===== src/rtl/mem_ctrl.sv =====
// Memory access controller: turns single-word read/write strobes from control
// into a bounded-wait req/ack transaction on the external memory bus.
module mem_ctrl #(
  parameter int unsigned ADDR_WIDTH = 16,
  parameter int unsigned TIMEOUT    = 255
) (
  input  logic                  clk,
  input  logic                  rst_n,
  input  logic                  mem_rd,
  input  logic                  mem_wr,
  input  logic [31:0]           addr,
  input  logic [31:0]           wdata,
  output logic [31:0]           rdata,
  output logic                  rdata_valid,
  output logic                  busy,
  output logic                  fault,
  output logic                  ext_req,
  output logic                  ext_we,
  output logic [ADDR_WIDTH-1:0] ext_addr,
  output logic [31:0]           ext_wdata,
  input  logic                  ext_ack,
  input  logic [31:0]           ext_rdata
);

  typedef enum logic [1:0] {
    IDLE  = 2'd0,
    REQ   = 2'd1,
    DONE  = 2'd2,
    FAULT = 2'd3
  } state_t;

  localparam logic [7:0] CNT_LAST = 8'(TIMEOUT - 1);

  state_t                state_q, state_d;
  logic [7:0]            cnt_q, cnt_d;
  logic                  we_q, we_d;
  logic [ADDR_WIDTH-1:0] addr_q, addr_d;
  logic [31:0]           wdata_q, wdata_d;
  logic [31:0]           rdata_q, rdata_d;
  logic                  out_of_range;

  // Shifting by the full width yields zero, so ADDR_WIDTH = 32 is legal too.
  assign out_of_range = (addr >> ADDR_WIDTH) != '0;

  always_comb begin
    state_d = state_q;
    cnt_d   = cnt_q;
    we_d    = we_q;
    addr_d  = addr_q;
    wdata_d = wdata_q;
    rdata_d = rdata_q;
    case (state_q)
      IDLE: begin
        if (mem_rd && mem_wr) begin
          state_d = FAULT;
        end else if (mem_rd || mem_wr) begin
          if (out_of_range) begin
            state_d = FAULT;
          end else begin
            addr_d  = addr[ADDR_WIDTH-1:0];
            wdata_d = wdata;
            we_d    = mem_wr;
            cnt_d   = '0;
            state_d = REQ;
          end
        end
      end
      REQ: begin
        // An ack on the final wait cycle takes priority over the timeout.
        if (ext_ack) begin
          if (!we_q) rdata_d = ext_rdata;
          state_d = DONE;
        end else if (cnt_q == CNT_LAST) begin
          state_d = FAULT;
        end else begin
          cnt_d = cnt_q + 8'd1;
        end
      end
      DONE:    state_d = IDLE;
      FAULT:   state_d = IDLE;
      default: state_d = IDLE;
    endcase
  end

  always_ff @(posedge clk or negedge rst_n) begin
    if (!rst_n) begin
      state_q <= IDLE;
      cnt_q   <= '0;
      we_q    <= 1'b0;
      addr_q  <= '0;
      wdata_q <= '0;
      rdata_q <= '0;
    end else begin
      state_q <= state_d;
      cnt_q   <= cnt_d;
      we_q    <= we_d;
      addr_q  <= addr_d;
      wdata_q <= wdata_d;
      rdata_q <= rdata_d;
    end
  end

  assign ext_req     = (state_q == REQ);
  assign busy        = (state_q == REQ);
  assign fault       = (state_q == FAULT);
  assign rdata_valid = (state_q == DONE) && !we_q;
  assign ext_we      = we_q;
  assign ext_addr    = addr_q;
  assign ext_wdata   = wdata_q;
  assign rdata       = rdata_q;

endmodule


===== config.mk =====
export PLATFORM = sky130hd
export DESIGN_NAME = mem_ctrl
export DESIGN_NICKNAME = d
export VERILOG_FILES = /design/src/rtl/mem_ctrl.sv
export SDC_FILE = /design/constraint.sdc
export NUM_CORES = 1
export LEC_CHECK = 0
export CAP_MARGIN = 0
export CORE_MARGIN = 2
export CORE_UTILIZATION = 33
export CTS_BUF_LIST = sky130_fd_sc_hd__clkbuf_4 sky130_fd_sc_hd__clkbuf_8
export DETAILED_ROUTE_END_ITERATION = 10
export GPL_ROUTABILITY_DRIVEN = 0
export PLACE_DENSITY_LB_ADDON = 0.3
export SLEW_MARGIN = 5
export SYNTH_ARGS = -nofsm -noshare
export SYNTH_HDL_FRONTEND = slang
export SYNTH_SLANG_ARGS = --single-unit

===== constraint.sdc =====
create_clock -name clk -period 4.1 [get_ports clk]
set_input_delay 0.615 -clock clk [delete_from_list [all_inputs] [get_ports clk]]
set_output_delay 0.615 -clock clk [all_outputs]
set_load 0.1 [all_outputs]

==> metrics.log <==
[metrics] library cells used by synthesis: 32
[metrics] clock root buffer: clkbuf_8
[metrics] Final Instance Area: 0.005836 mm^2
[metrics] synthesized area divided by synthesized cell count: 15.05 um^2
[metrics] setup bufs post-CTS: 0
[metrics] total standard cell area after synthesis: 0.003627 mm^2
[metrics] syn_nets: 344
[metrics] die span in x: 108.8 um
[metrics] endpoint of the most critical register-to-register path: ext_wdata[7]
[metrics] post-cts sizing count: 0
[metrics] largest net degree at the start of global routing: 65
[metrics] All-Layer GR Usage: 14.86%
[metrics] power density of the placed cells: 685.7 mW/mm^2
[metrics] antenna cells: 0
[metrics] sequential cell area fraction in the yosys report: 62.78%
[metrics] mux contribution to synthesized area: 25.15%
[metrics] maximum vdd ir drop: 0.0004859 V
[metrics] starting density of the core: 33.61%
[metrics] hold buffers post-CTS: 0
[metrics] cell area after placement: 0.005637 mm^2
[metrics] compound-cell area share of the yosys netlist: 3.829%
[metrics] register bit total from synthesis: 91
[metrics] Post-Syn Instances: 241
[metrics] count of nets after finishing: 534
[metrics] worst hold margin: 350.3 ps
[metrics] number of sinks driven by the clock tree: 91
[metrics] Via density: 4.731
[metrics] count of input and output buffers: 185
[metrics] vias in the first global route: 2,862
[metrics] wire length of the first global-routing pass: 13.63 mm
[metrics] critical path endpoint category: primary output
[metrics] fraction of the mapped netlist area in simple logic gates: 5.312%
[metrics] number of enable-type register cells in the synthesized netlist: 0
[metrics] CP Data Arrival Time: 2470 ps
[metrics] top post-synthesis cells by area: dfrtp_1 (63%), mux2_2 (24%), mux2_1 (1.6%)
[metrics] number of max-slew violations in the final report: 0
[metrics] detailed-route wire length: 8.664 mm
[metrics] CTS tree: built
[metrics] xor/xnor cell area share of the yosys netlist: 0%
[metrics] async set-or-reset flop fraction in the synthesized netlist: 100.0%
[metrics] DRC: 0
[metrics] final worst clock skew: 9.260 ps
[metrics] setup TNS after final layout: 0 ps
[metrics] worst path setup slack after routing: 1016 ps
[metrics] largest family of logic cells by synthesized area: multiplexers
[metrics] DIE AREA: 0.01185 mm^2
[metrics] reg2reg start: state_q[0]
[metrics] fraction of synthesized cell area taken by the top area cell type: 62.78%
[metrics] HPWL after detailed placement: 6.421 mm
[metrics] min cycle time layout: 3084 ps
[metrics] most frequently used flop master after synthesis: dfrtp_1
[metrics] Synth area leader: dfrtp_1
[metrics] critical path launch point type: flip-flop
[metrics] chip height: 108.8 um
[metrics] result of the run: complete, no violations
[metrics] number of rows created at floorplan: 38
[metrics] clock tree buffer depth: 2
[metrics] number of endpoints failing setup at the final stage: 0
[metrics] Clk Latency, worst-skew pair: 350 ps
[metrics] Cell Count Post-Placement: 560
[metrics] total global routing overflow: 0
[metrics] number of warnings printed during yosys synthesis: 0
[metrics] endpoint required time on the critical path: 3480 ps
[metrics] cells on worst reg2reg path: 5
[metrics] static leakage: 2.553 nW
[metrics] minimum setup slack among reg-to-reg paths: 1890 ps
[metrics] routed vias: 2,725
[metrics] count of final hold-check violations: 0
[metrics] Finished Layout Cells: 576
[metrics] initial antenna violation count: 0
[metrics] I/O pin count: 186
[metrics] pre-CTS worst setup slack: 805.8 ps
[metrics] worst-margin pin slew: 1018 ps
[metrics] highest fanout seen on the critical path: 7
[metrics] first-pass iteration count of the detailed router: 4
[metrics] clock transition at the registers of the reported paths: 80 ps
[metrics] Post-DRT Antenna Nets: 0
[metrics] final worst path period share: 75.22%
[metrics] violation count after the first detailed-routing iteration: 70
[metrics] TritonCTS Buffers: 9
[metrics] average wire per cell in the routed design: 15.04 um
[metrics] Critical Setup Path Class: reg2out
[metrics] Std-Cell Core Area: 0.01079 mm^2
[metrics] most common cell in the synthesized netlist: dfrtp_1
[metrics] most used standard cells in the synthesized netlist: dfrtp_1 (91), mux2_2 (76), nor3_1 (6)
[metrics] Max-cap violations: 0
[metrics] layout cells sized above 1: 23.17%
[metrics] worst relative slew slack: 31.93%
[metrics] adder-cell share of the synthesized area: 0.6899%
[metrics] H-tree depth: 3
[metrics] path type of the worst min-delay path: in2async
[metrics] layout-stage area growth over the synthesis result: 60.88%
[metrics] RSZ-0062 raised after global routing: no
[metrics] maximum operating frequency: 324.3 MHz
-- cells by family after synthesis --
kind of cell	count (synthesis)
adder cells (fa/ha/maj)	2
flip-flops	91
multiplexers	81
AND/OR/NAND/NOR	34
buffers and inverters	14
AO/OA/AOI/OAI	19
-- stage by stage --
stage,power [mW],util [%]
finish,4.002,54.07
global route,4.161,54.07
CTS,4.045,54.07
detailed placement,3.437,52.23
global placement,3.413,52.23
floorplan,2.864,-
-- placed cells by master (no fill, tap or decap), drive strengths merged --
cell type	netlist	final
clkdlybuf4s50	0	184
dfrtp	91	91
mux2	81	81
clkbuf	0	15
nor3	6	6
inv	5	5
a21oi	5	5
nor4	4	4
o21ai	4	4
nand3	4	4
nand2	4	4
nor2	4	4
buf	9	4
o2bb2ai	3	3
nand2b	2	2
a211o	2	2
a221o	2	2
ha	2	2
nor3b	2	2
nand4	2	2
and2	1	1
or4	1	1
a22o	1	1
or2	1	1
a2111oi	1	1
and3	1	1
nor2b	1	1
nor4b	1	1
o22a	1	1
clkinv	0	1
-- power breakdown --
part           switching (mW)  internal [mW]  leakage (nW)
registers               0.118           1.09          1.20
logic                    1.61          0.585          1.25
clock network           0.295          0.301         0.107
total                    2.03           1.98          2.55
-- per-layer routing --
layer  up-vias  global-route usage [%]  part of all wire [%]
met3        15                   5.499                    11
met2       133                   23.88                    47
met5         -                       0                     0
li1       1248                       -                     -
met4         0                   8.150                   2.6
met1      1329                   17.21                    40
-- worst max-delay path by stage --
stage / start / endpoint / slack [ps] / cells past startpoint
2_1_floorplan: ext_we / rdata_valid / 370 / 1
3_3_place_gp: addr[16] / ext_wdata[4] / 910 / 7
3_5_place_dp: addr[16] / ext_wdata[7] / 810 / 7
4_1_cts: state_q[1] / busy / 1000 / 3
5_1_grt: state_q[1] / busy / 920 / 3
6_report: state_q[1] / busy / 1020 / 3
-- final cells by class --
| class | instances | area [um^2] |
|---|---|---|
| fill | 959 | 4957 |
| sequential | 91 | 2277 |
| timing repair buffer | 188 | 1884 |
| multi-input combinational | 136 | 1281 |
| clock buffer | 15 | 193.9 |
| tap | 140 | 175.2 |
| inverter | 5 | 18.77 |
| clock inverter | 1 | 5.005 |
-- sequential cells by signal, indices dropped and copies added, names as in the netlist --
register and count:
cnt_q 8, ext_addr 16, ext_wdata 32, ext_we 1, rdata 32, state_q 2
-- critical path: stages, from the launching register on --
cell and delay (ps):
dfrtp_1 450, nand2b_1 280, inv_1 220, clkdlybuf4s50_1 1170
(Power assumes the default switching activity.)
